===== config.mk =====
export PLATFORM = sky130hd
export DESIGN_NAME = sha256_stream_core
export DESIGN_NICKNAME = d
export VERILOG_FILES = /design/src/rtl/sha256_stream_core.sv
export SDC_FILE = /design/constraint.sdc
export NUM_CORES = 2
export LEC_CHECK = 0
export BUFFER_PORTS_ARGS = -buffer_cell sky130_fd_sc_hd__buf_2
export CAP_MARGIN = 20
export CORE_AREA = 4 4 337 339
export CTS_BUF_LIST = sky130_fd_sc_hd__clkbuf_8 sky130_fd_sc_hd__clkbuf_16
export DETAILED_ROUTE_END_ITERATION = 12
export DIE_AREA = 0 0 341 343
export PLACE_DENSITY_LB_ADDON = 0.1
export SYNTH_ARGS = -nofsm -noshare
export SYNTH_HDL_FRONTEND = slang
export SYNTH_SLANG_ARGS = --single-unit

===== constraint.sdc =====
create_clock -name i_clk -period 18.19 [get_ports i_clk]
set_input_delay 3.638 -clock i_clk [delete_from_list [all_inputs] [get_ports i_clk]]
set_output_delay 3.638 -clock i_clk [all_outputs]
set_load 0.1 [all_outputs]

===== src/rtl/sha256_stream_core.sv =====
// Streaming SHA-256/SHA-224 core: takes pre-padded 512-bit blocks as 32- or 64-bit
// big-endian beats, runs one compression round per cycle, emits the digest word by word.
module sha256_stream_core #(
    parameter int IN_W        = 32,
    parameter int SUPPORT_224 = 1
) (
    input  logic            i_clk,
    input  logic            i_rst,
    input  logic            i_start,
    input  logic            i_mode,
    input  logic            i_valid,
    output logic            o_ready,
    input  logic [IN_W-1:0] i_data,
    input  logic            i_last,
    output logic            o_busy,
    output logic            o_digest_valid,
    input  logic            i_digest_ready,
    output logic [31:0]     o_digest_word,
    output logic [2:0]      o_digest_idx
);
    localparam int WPB   = IN_W / 32;
    localparam int BEATS = 16 / WPB;

    localparam logic [0:7][31:0] IV256 = {
        32'h6a09e667, 32'hbb67ae85, 32'h3c6ef372, 32'ha54ff53a,
        32'h510e527f, 32'h9b05688c, 32'h1f83d9ab, 32'h5be0cd19};
    localparam logic [0:7][31:0] IV224 = {
        32'hc1059ed8, 32'h367cd507, 32'h3070dd17, 32'hf70e5939,
        32'hffc00b31, 32'h68581511, 32'h64f98fa7, 32'hbefa4fa4};
    localparam logic [0:63][31:0] K = {
        32'h428a2f98, 32'h71374491, 32'hb5c0fbcf, 32'he9b5dba5, 32'h3956c25b, 32'h59f111f1, 32'h923f82a4, 32'hab1c5ed5,
        32'hd807aa98, 32'h12835b01, 32'h243185be, 32'h550c7dc3, 32'h72be5d74, 32'h80deb1fe, 32'h9bdc06a7, 32'hc19bf174,
        32'he49b69c1, 32'hefbe4786, 32'h0fc19dc6, 32'h240ca1cc, 32'h2de92c6f, 32'h4a7484aa, 32'h5cb0a9dc, 32'h76f988da,
        32'h983e5152, 32'ha831c66d, 32'hb00327c8, 32'hbf597fc7, 32'hc6e00bf3, 32'hd5a79147, 32'h06ca6351, 32'h14292967,
        32'h27b70a85, 32'h2e1b2138, 32'h4d2c6dfc, 32'h53380d13, 32'h650a7354, 32'h766a0abb, 32'h81c2c92e, 32'h92722c85,
        32'ha2bfe8a1, 32'ha81a664b, 32'hc24b8b70, 32'hc76c51a3, 32'hd192e819, 32'hd6990624, 32'hf40e3585, 32'h106aa070,
        32'h19a4c116, 32'h1e376c08, 32'h2748774c, 32'h34b0bcb5, 32'h391c0cb3, 32'h4ed8aa4a, 32'h5b9cca4f, 32'h682e6ff3,
        32'h748f82ee, 32'h78a5636f, 32'h84c87814, 32'h8cc70208, 32'h90befffa, 32'ha4506ceb, 32'hbef9a3f7, 32'hc67178f2};

    function automatic logic [31:0] rotr(input logic [31:0] x, input int n);
        return (x >> n) | (x << (32 - n));
    endfunction

    function automatic logic [31:0] big_s0(input logic [31:0] x);
        return rotr(x, 2) ^ rotr(x, 13) ^ rotr(x, 22);
    endfunction

    function automatic logic [31:0] big_s1(input logic [31:0] x);
        return rotr(x, 6) ^ rotr(x, 11) ^ rotr(x, 25);
    endfunction

    function automatic logic [31:0] small_s0(input logic [31:0] x);
        return rotr(x, 7) ^ rotr(x, 18) ^ (x >> 3);
    endfunction

    function automatic logic [31:0] small_s1(input logic [31:0] x);
        return rotr(x, 17) ^ rotr(x, 19) ^ (x >> 10);
    endfunction

    typedef enum logic [2:0] {IDLE, LOAD, ROUND, UPDATE, OUT} state_t;

    state_t           state;
    logic [3:0]       beat_cnt;
    logic [5:0]       rnd;
    logic             last_q;
    logic             mode224;
    logic [0:7][31:0] hv;
    logic [0:7][31:0] h_new;
    logic [31:0]      w [16];
    logic [31:0]      a, b, c, d, e, f, g, h;
    logic [31:0]      t1, t2, w_next;
    logic             final_beat;
    logic             start_224;
    logic [2:0]       last_idx;

    assign final_beat     = (state == LOAD) && i_valid && (beat_cnt == 4'(BEATS - 1));
    assign start_224      = (SUPPORT_224 != 0) && i_mode;
    assign last_idx       = mode224 ? 3'd6 : 3'd7;
    assign o_ready        = (state == LOAD);
    assign o_busy         = (state != IDLE);
    assign o_digest_valid = (state == OUT);

    // Window w[0..15] holds W[t..t+15]; w_next is W[t+16], computed one round ahead.
    always_comb begin
        t1     = h + big_s1(e) + ((e & f) ^ (~e & g)) + K[rnd] + w[0];
        t2     = big_s0(a) + ((a & b) ^ (a & c) ^ (b & c));
        w_next = small_s1(w[14]) + w[9] + small_s0(w[1]) + w[0];
        h_new  = {hv[0] + a, hv[1] + b, hv[2] + c, hv[3] + d,
                  hv[4] + e, hv[5] + f, hv[6] + g, hv[7] + h};
    end

    always_ff @(posedge i_clk) begin
        if (state == LOAD && i_valid) begin
            for (int i = 0; i < 16 - WPB; i++) w[i] <= w[i + WPB];
            for (int j = 0; j < WPB; j++) w[16 - WPB + j] <= i_data[IN_W - 1 - 32 * j -: 32];
        end else if (state == ROUND) begin
            for (int i = 0; i < 15; i++) w[i] <= w[i + 1];
            w[15] <= w_next;
        end

        if (final_beat) begin
            {a, b, c, d, e, f, g, h} <= hv;
        end else if (state == ROUND) begin
            h <= g;
            g <= f;
            f <= e;
            e <= d + t1;
            d <= c;
            c <= b;
            b <= a;
            a <= t1 + t2;
        end
    end

    always_ff @(posedge i_clk or negedge i_rst) begin
        if (!i_rst) begin
            state         <= IDLE;
            beat_cnt      <= '0;
            rnd           <= '0;
            last_q        <= 1'b0;
            mode224       <= 1'b0;
            hv            <= IV256;
            o_digest_word <= '0;
            o_digest_idx  <= '0;
        end else begin
            case (state)
                IDLE: begin
                    if (i_start) begin
                        hv       <= start_224 ? IV224 : IV256;
                        mode224  <= start_224;
                        beat_cnt <= '0;
                        state    <= LOAD;
                    end
                end
                LOAD: begin
                    if (i_valid) begin
                        if (beat_cnt == 4'(BEATS - 1)) begin
                            last_q <= i_last;
                            rnd    <= '0;
                            state  <= ROUND;
                        end else begin
                            beat_cnt <= beat_cnt + 4'd1;
                        end
                    end
                end
                ROUND: begin
                    rnd <= rnd + 6'd1;
                    if (rnd == 6'd63) state <= UPDATE;
                end
                UPDATE: begin
                    hv       <= h_new;
                    beat_cnt <= '0;
                    if (last_q) begin
                        o_digest_idx  <= '0;
                        o_digest_word <= h_new[0];
                        state         <= OUT;
                    end else begin
                        state <= LOAD;
                    end
                end
                OUT: begin
                    if (i_digest_ready) begin
                        if (o_digest_idx == last_idx) begin
                            o_digest_idx  <= '0;
                            o_digest_word <= '0;
                            state         <= IDLE;
                        end else begin
                            o_digest_idx  <= o_digest_idx + 3'd1;
                            o_digest_word <= hv[o_digest_idx + 3'd1];
                        end
                    end
                end
                default: state <= IDLE;
            endcase
        end
    end
endmodule

==> results_tabular.tex <==
\begin{tabular}{lr}
\hline
Metric & Value \\
\hline
\multicolumn{2}{l}{\textbf{Clock network}} \\
\quad CTS-repair resized insts & 0 \\
\quad Count of hold buffers inserted by post-cts repair & 0 \\
\quad Number of post-CTS setup repair buffers & 0 \\
\quad Root Buffer & sky130\_fd\_sc\_hd\_\_clkbuf\_16 \\
\quad CTS sink count & $\sim$1100 \\
\quad Deepest clock path buffer count & 3 \\
\quad CTS tree & done \\
\quad CTS buffer count & 114 \\
\quad Clock latency on the worst-skew pair & 0.75 ns \\
\quad CTS H-tree depth & 3 \\
\quad Clk pin slew, worst setup/hold paths & 0.06 ns \\
\multicolumn{2}{l}{\textbf{STA}} \\
\quad Final count of pins violating max slew & 0 \\
\quad Measured slew at the worst slew-check pin & around 1 ns \\
\quad Final Hold Fails & 0 \\
\quad Sum Neg Setup Slack & 0 ns \\
\quad Max frequency & just under 100 MHz \\
\quad Final Setup Violations & 0 \\
\quad Maximum clock skew at final layout & 0.0843 ns \\
\quad Worst slew margin & 0.321 \\
\quad RSZ-0062 raised after global routing & no \\
\quad Post-route worst setup slack & between 8 and 9 ns \\
\quad Post-route clock period utilization & 0.556 \\
\quad Tmin final & 10.11 ns \\
\multicolumn{2}{l}{\textbf{Synthesis}} \\
\quad Largest cells by area after synthesis & sky130\_fd\_sc\_hd\_\_edfxtp\_1, sky130\_fd\_sc\_hd\_\_ha\_1, sky130\_fd\_sc\_hd\_\_dfrtp\_1 \\
\quad Register area share after synthesis & 0.452 \\
\quad Count of unique library cells instantiated by Yosys & a little over 100 \\
\quad Fraction of synthesized cell area taken by the top area cell type & 0.338 \\
\quad Count leader, synth & sky130\_fd\_sc\_hd\_\_nand2\_1 \\
\quad Post-Syn Area & 68300 um2 \\
\quad Total number of yosys warnings & 0 \\
\quad Post-synthesis instance total & around 6600 \\
\quad Synth Net Count & approximately 7000 \\
\quad Largest area contributor in the netlist & sky130\_fd\_sc\_hd\_\_edfxtp\_1 \\
\quad Post-synthesis register bit count & 1074 \\
\quad Number of synthesized flops with an enable pin & $\sim$770 \\
\quad Post-synth top flop & sky130\_fd\_sc\_hd\_\_edfxtp\_1 \\
\quad Synth Area per Inst & roughly 10 um2 \\
\quad Post-synth top cells & sky130\_fd\_sc\_hd\_\_nand2\_1, sky130\_fd\_sc\_hd\_\_edfxtp\_1, sky130\_fd\_sc\_hd\_\_a21oi\_1, sky130\_fd\_sc\_hd\_\_ha\_1, sky130\_fd\_sc\_hd\_\_o21ai\_0 \\
\quad Proportion of synthesized flip-flops having asynchronous set or reset & 0.285 \\
\multicolumn{2}{l}{\textbf{Cells and area}} \\
\quad Fraction of final layout cells sized beyond drive strength 1 & 0.0950 \\
\quad Multi-input combinational cell area & between 30000 and 40000 um2 \\
\quad Final-stage net count & $\sim$7000 \\
\quad Biggest registers after layout & w x512, hv x256 \\
\quad Final non-filler cell total & around 8100 \\
\quad Layout area overhead & 8.49\% \\
\quad Max FFs per register & 512 \\
\quad Sequential cell area & 30900 um2 \\
\quad Largest reg by FF count & w \\
\quad Final core area utilization & 0.671 \\
\quad Number of fillers in the final layout & 8459 \\
\multicolumn{2}{l}{\textbf{Placed design}} \\
\quad Half-perimeter wire length of the detailed placement result & 164000 um \\
\quad Worst slack after detailed placement & slightly above 8 ns \\
\quad Number of buffers inserted by port buffering & between 70 and 80 \\
\quad GPL Wtd Cong & roughly 1.0 \\
\quad Total placed cells including tap cells & roughly 7900 \\
\multicolumn{2}{l}{\textbf{GRT}} \\
\quad Total global routing overflow & 0 \\
\quad Pin count of the biggest net entering global routing & $\sim$140 \\
\quad Global routing usage summed across all routing layers & 0.385 \\
\quad Via count of the first global-routing pass & 52000 \\
\quad Initial antenna violation count & 4 \\
\quad Wire length of the first global-routing pass & around 330000 um \\
\multicolumn{2}{l}{\textbf{Drt}} \\
\quad Via count of the routed design & between 50000 and 60000 \\
\quad Vias per Instance & $\sim$6.5 \\
\quad Remaining number of nets flagged by the antenna check after routing & 0 \\
\quad Routed WL per cell & $\sim$28 um \\
\quad Final wirelength & 226000 um \\
\quad DRC marker count from the first detailed-route iteration & about 5600 \\
\quad Detailed Routing Iterations Pass 1 & 6 \\
\quad \# DRC & 0 \\
\multicolumn{2}{l}{\textbf{Floorplan}} \\
\quad Horiz. Die Dim & between 300 and 400 um \\
\quad Vertical die dimension & $\sim$340 um \\
\quad Area of the die & approximately 120000 um2 \\
\quad Starting Density & 0.619 \\
\quad Standard cell core area & about 110000 um2 \\
\quad Number of cell rows & between 100 and 150 \\
\quad Number of I/O pins & a little under 80 \\
\multicolumn{2}{l}{\textbf{Critical path}} \\
\quad Critical path data arrival time & 10.67 ns \\
\quad Critical Path Max Stage Delay & $\sim$0.84 ns \\
\quad Crit path launch type & register \\
\quad Register-to-register setup slack & 8.08 ns \\
\quad Crit path capture type & register \\
\quad Worst Path Class, Setup & reg -> reg \\
\quad Most prevalent standard cell on the critical path & sky130\_fd\_sc\_hd\_\_inv\_1 \\
\quad Cell with the largest stage delay on the worst path & sky130\_fd\_sc\_hd\_\_dfrtp\_1 \\
\quad Data required time of the worst path & between 15 and 20 ns \\
\quad Largest driver fanout on the critical path & 18 \\
\multicolumn{2}{l}{\textbf{Outcome}} \\
\quad Result of the run & completed \\
\multicolumn{2}{l}{\textbf{Flow run}} \\
\quad Number of maximum-capacitance violations & 0 \\
\multicolumn{2}{l}{\textbf{Worst hold path}} \\
\quad Type of the tightest min-delay check & reg -> reg \\
\hline
\end{tabular}
==> through the flow <==
stage / instance area, um2 / hold WS [ns]
global placement: 70100 / 0.400
CTS: 74000 / 0.359
finish: 74100 / 0.355
floorplan: 68300 / 0.400
global route: 74100 / 0.380
detailed placement: 70100 / 0.405
==> critical path, delay by kind of cell (launching register included) <==
family          cells  cell delay, ns
compound gates     15            3.69
xor+xnor            1            0.24
fa+ha+maj           6            2.86
buf+inv             6            0.84
flops               1            0.84
mux                 1            0.57
simple gates        5            0.91
==> cell type report <==
class	instances	share of cell area
Clock buffer	129	0.0415
Inverter	320	0.0163
Timing Repair Buffer	153	0.0143
Sequential cell	1074	0.417
Multi-Input combinational cell	4848	0.474
Clock inverter	88	0.0114
Antenna cell	3	0.000101
Tap cell	1488	0.0251
==> cell usage in the layout (no fill, tap or decap), types with 19 or more instances in the layout <==
cell,synthesis,final
sky130_fd_sc_hd__edfxtp_1,768,768
sky130_fd_sc_hd__dfrtp_1,170,166
sky130_fd_sc_hd__mux2_2,23,23
sky130_fd_sc_hd__and3_1,22,22
sky130_fd_sc_hd__a21o_1,202,202
sky130_fd_sc_hd__nor2b_1,40,40
sky130_fd_sc_hd__nor2_1,331,327
sky130_fd_sc_hd__dfstp_2,136,136
sky130_fd_sc_hd__clkinv_2,0,20
sky130_fd_sc_hd__mux4_2,72,72
sky130_fd_sc_hd__o31ai_1,28,28
sky130_fd_sc_hd__a21oi_1,544,544
sky130_fd_sc_hd__a31oi_1,53,53
sky130_fd_sc_hd__buf_4,0,71
sky130_fd_sc_hd__inv_1,318,341
sky130_fd_sc_hd__o21bai_1,45,45
sky130_fd_sc_hd__fa_1,195,195
sky130_fd_sc_hd__o21ai_0,388,388
sky130_fd_sc_hd__a211oi_1,78,78
sky130_fd_sc_hd__xor2_1,212,211
sky130_fd_sc_hd__buf_2,1,75
sky130_fd_sc_hd__nand4_1,19,19
sky130_fd_sc_hd__nand2_1,982,977
sky130_fd_sc_hd__nor3_1,91,91
sky130_fd_sc_hd__clkbuf_16,0,115
sky130_fd_sc_hd__o211ai_1,50,50
sky130_fd_sc_hd__or3_1,39,39
sky130_fd_sc_hd__ha_1,392,391
sky130_fd_sc_hd__xnor2_1,354,353
sky130_fd_sc_hd__o21a_1,70,70
sky130_fd_sc_hd__nand3_1,114,114
sky130_fd_sc_hd__nand2b_1,54,54
sky130_fd_sc_hd__mux2i_1,40,40
sky130_fd_sc_hd__o21ai_1,59,59
==> worst paths after layout <==
check                      cells after the start           startpoint                             to
setup / recovery                              34   rnd[1]$_DFFE_PN0P_                a[26]$_DFFE_PP_
hold / removal                                 0  w[1][237]$_DFFE_PP_            w[1][205]$_DFFE_PP_
setup reg to reg                              34   rnd[1]$_DFFE_PN0P_                a[26]$_DFFE_PP_
hold reg to reg                                0  w[1][237]$_DFFE_PP_            w[1][205]$_DFFE_PP_
max in group asynchronous                      2                i_rst             rnd[4]$_DFFE_PN0P_
min in group asynchronous                      1                i_rst  o_digest_word[13]$_DFFE_PN0P_
==> layer usage <==
metal,up-vias,part of all wire,track usage
met2,2849,0.47,0.628
met4,2,0.068,0.219
met5,-,0.000066,0
met1,25700,0.37,0.487
li1,23500,-,-
met3,633,0.092,0.0714
==> cells by family (layout without fill, tap and decap cells) <==
kind of cell             after synthesis  count (layout)  synth area share
adder cells (fa/ha/maj)              589             589             0.129
buffers and inverters                630             690            0.0347
other                                  0               3                 0
multiplexers                         136             136            0.0336
AO/OA/AOI/OAI                       1768            1768             0.163
AND/OR/NAND/NOR                     1788            1788             0.114
XOR/XNOR                             567             567            0.0729
flip-flops                          1074            1074             0.452
Power is not shown: default switching activity piles up to over one toggle a cycle in this logic, so the estimate is an artifact.
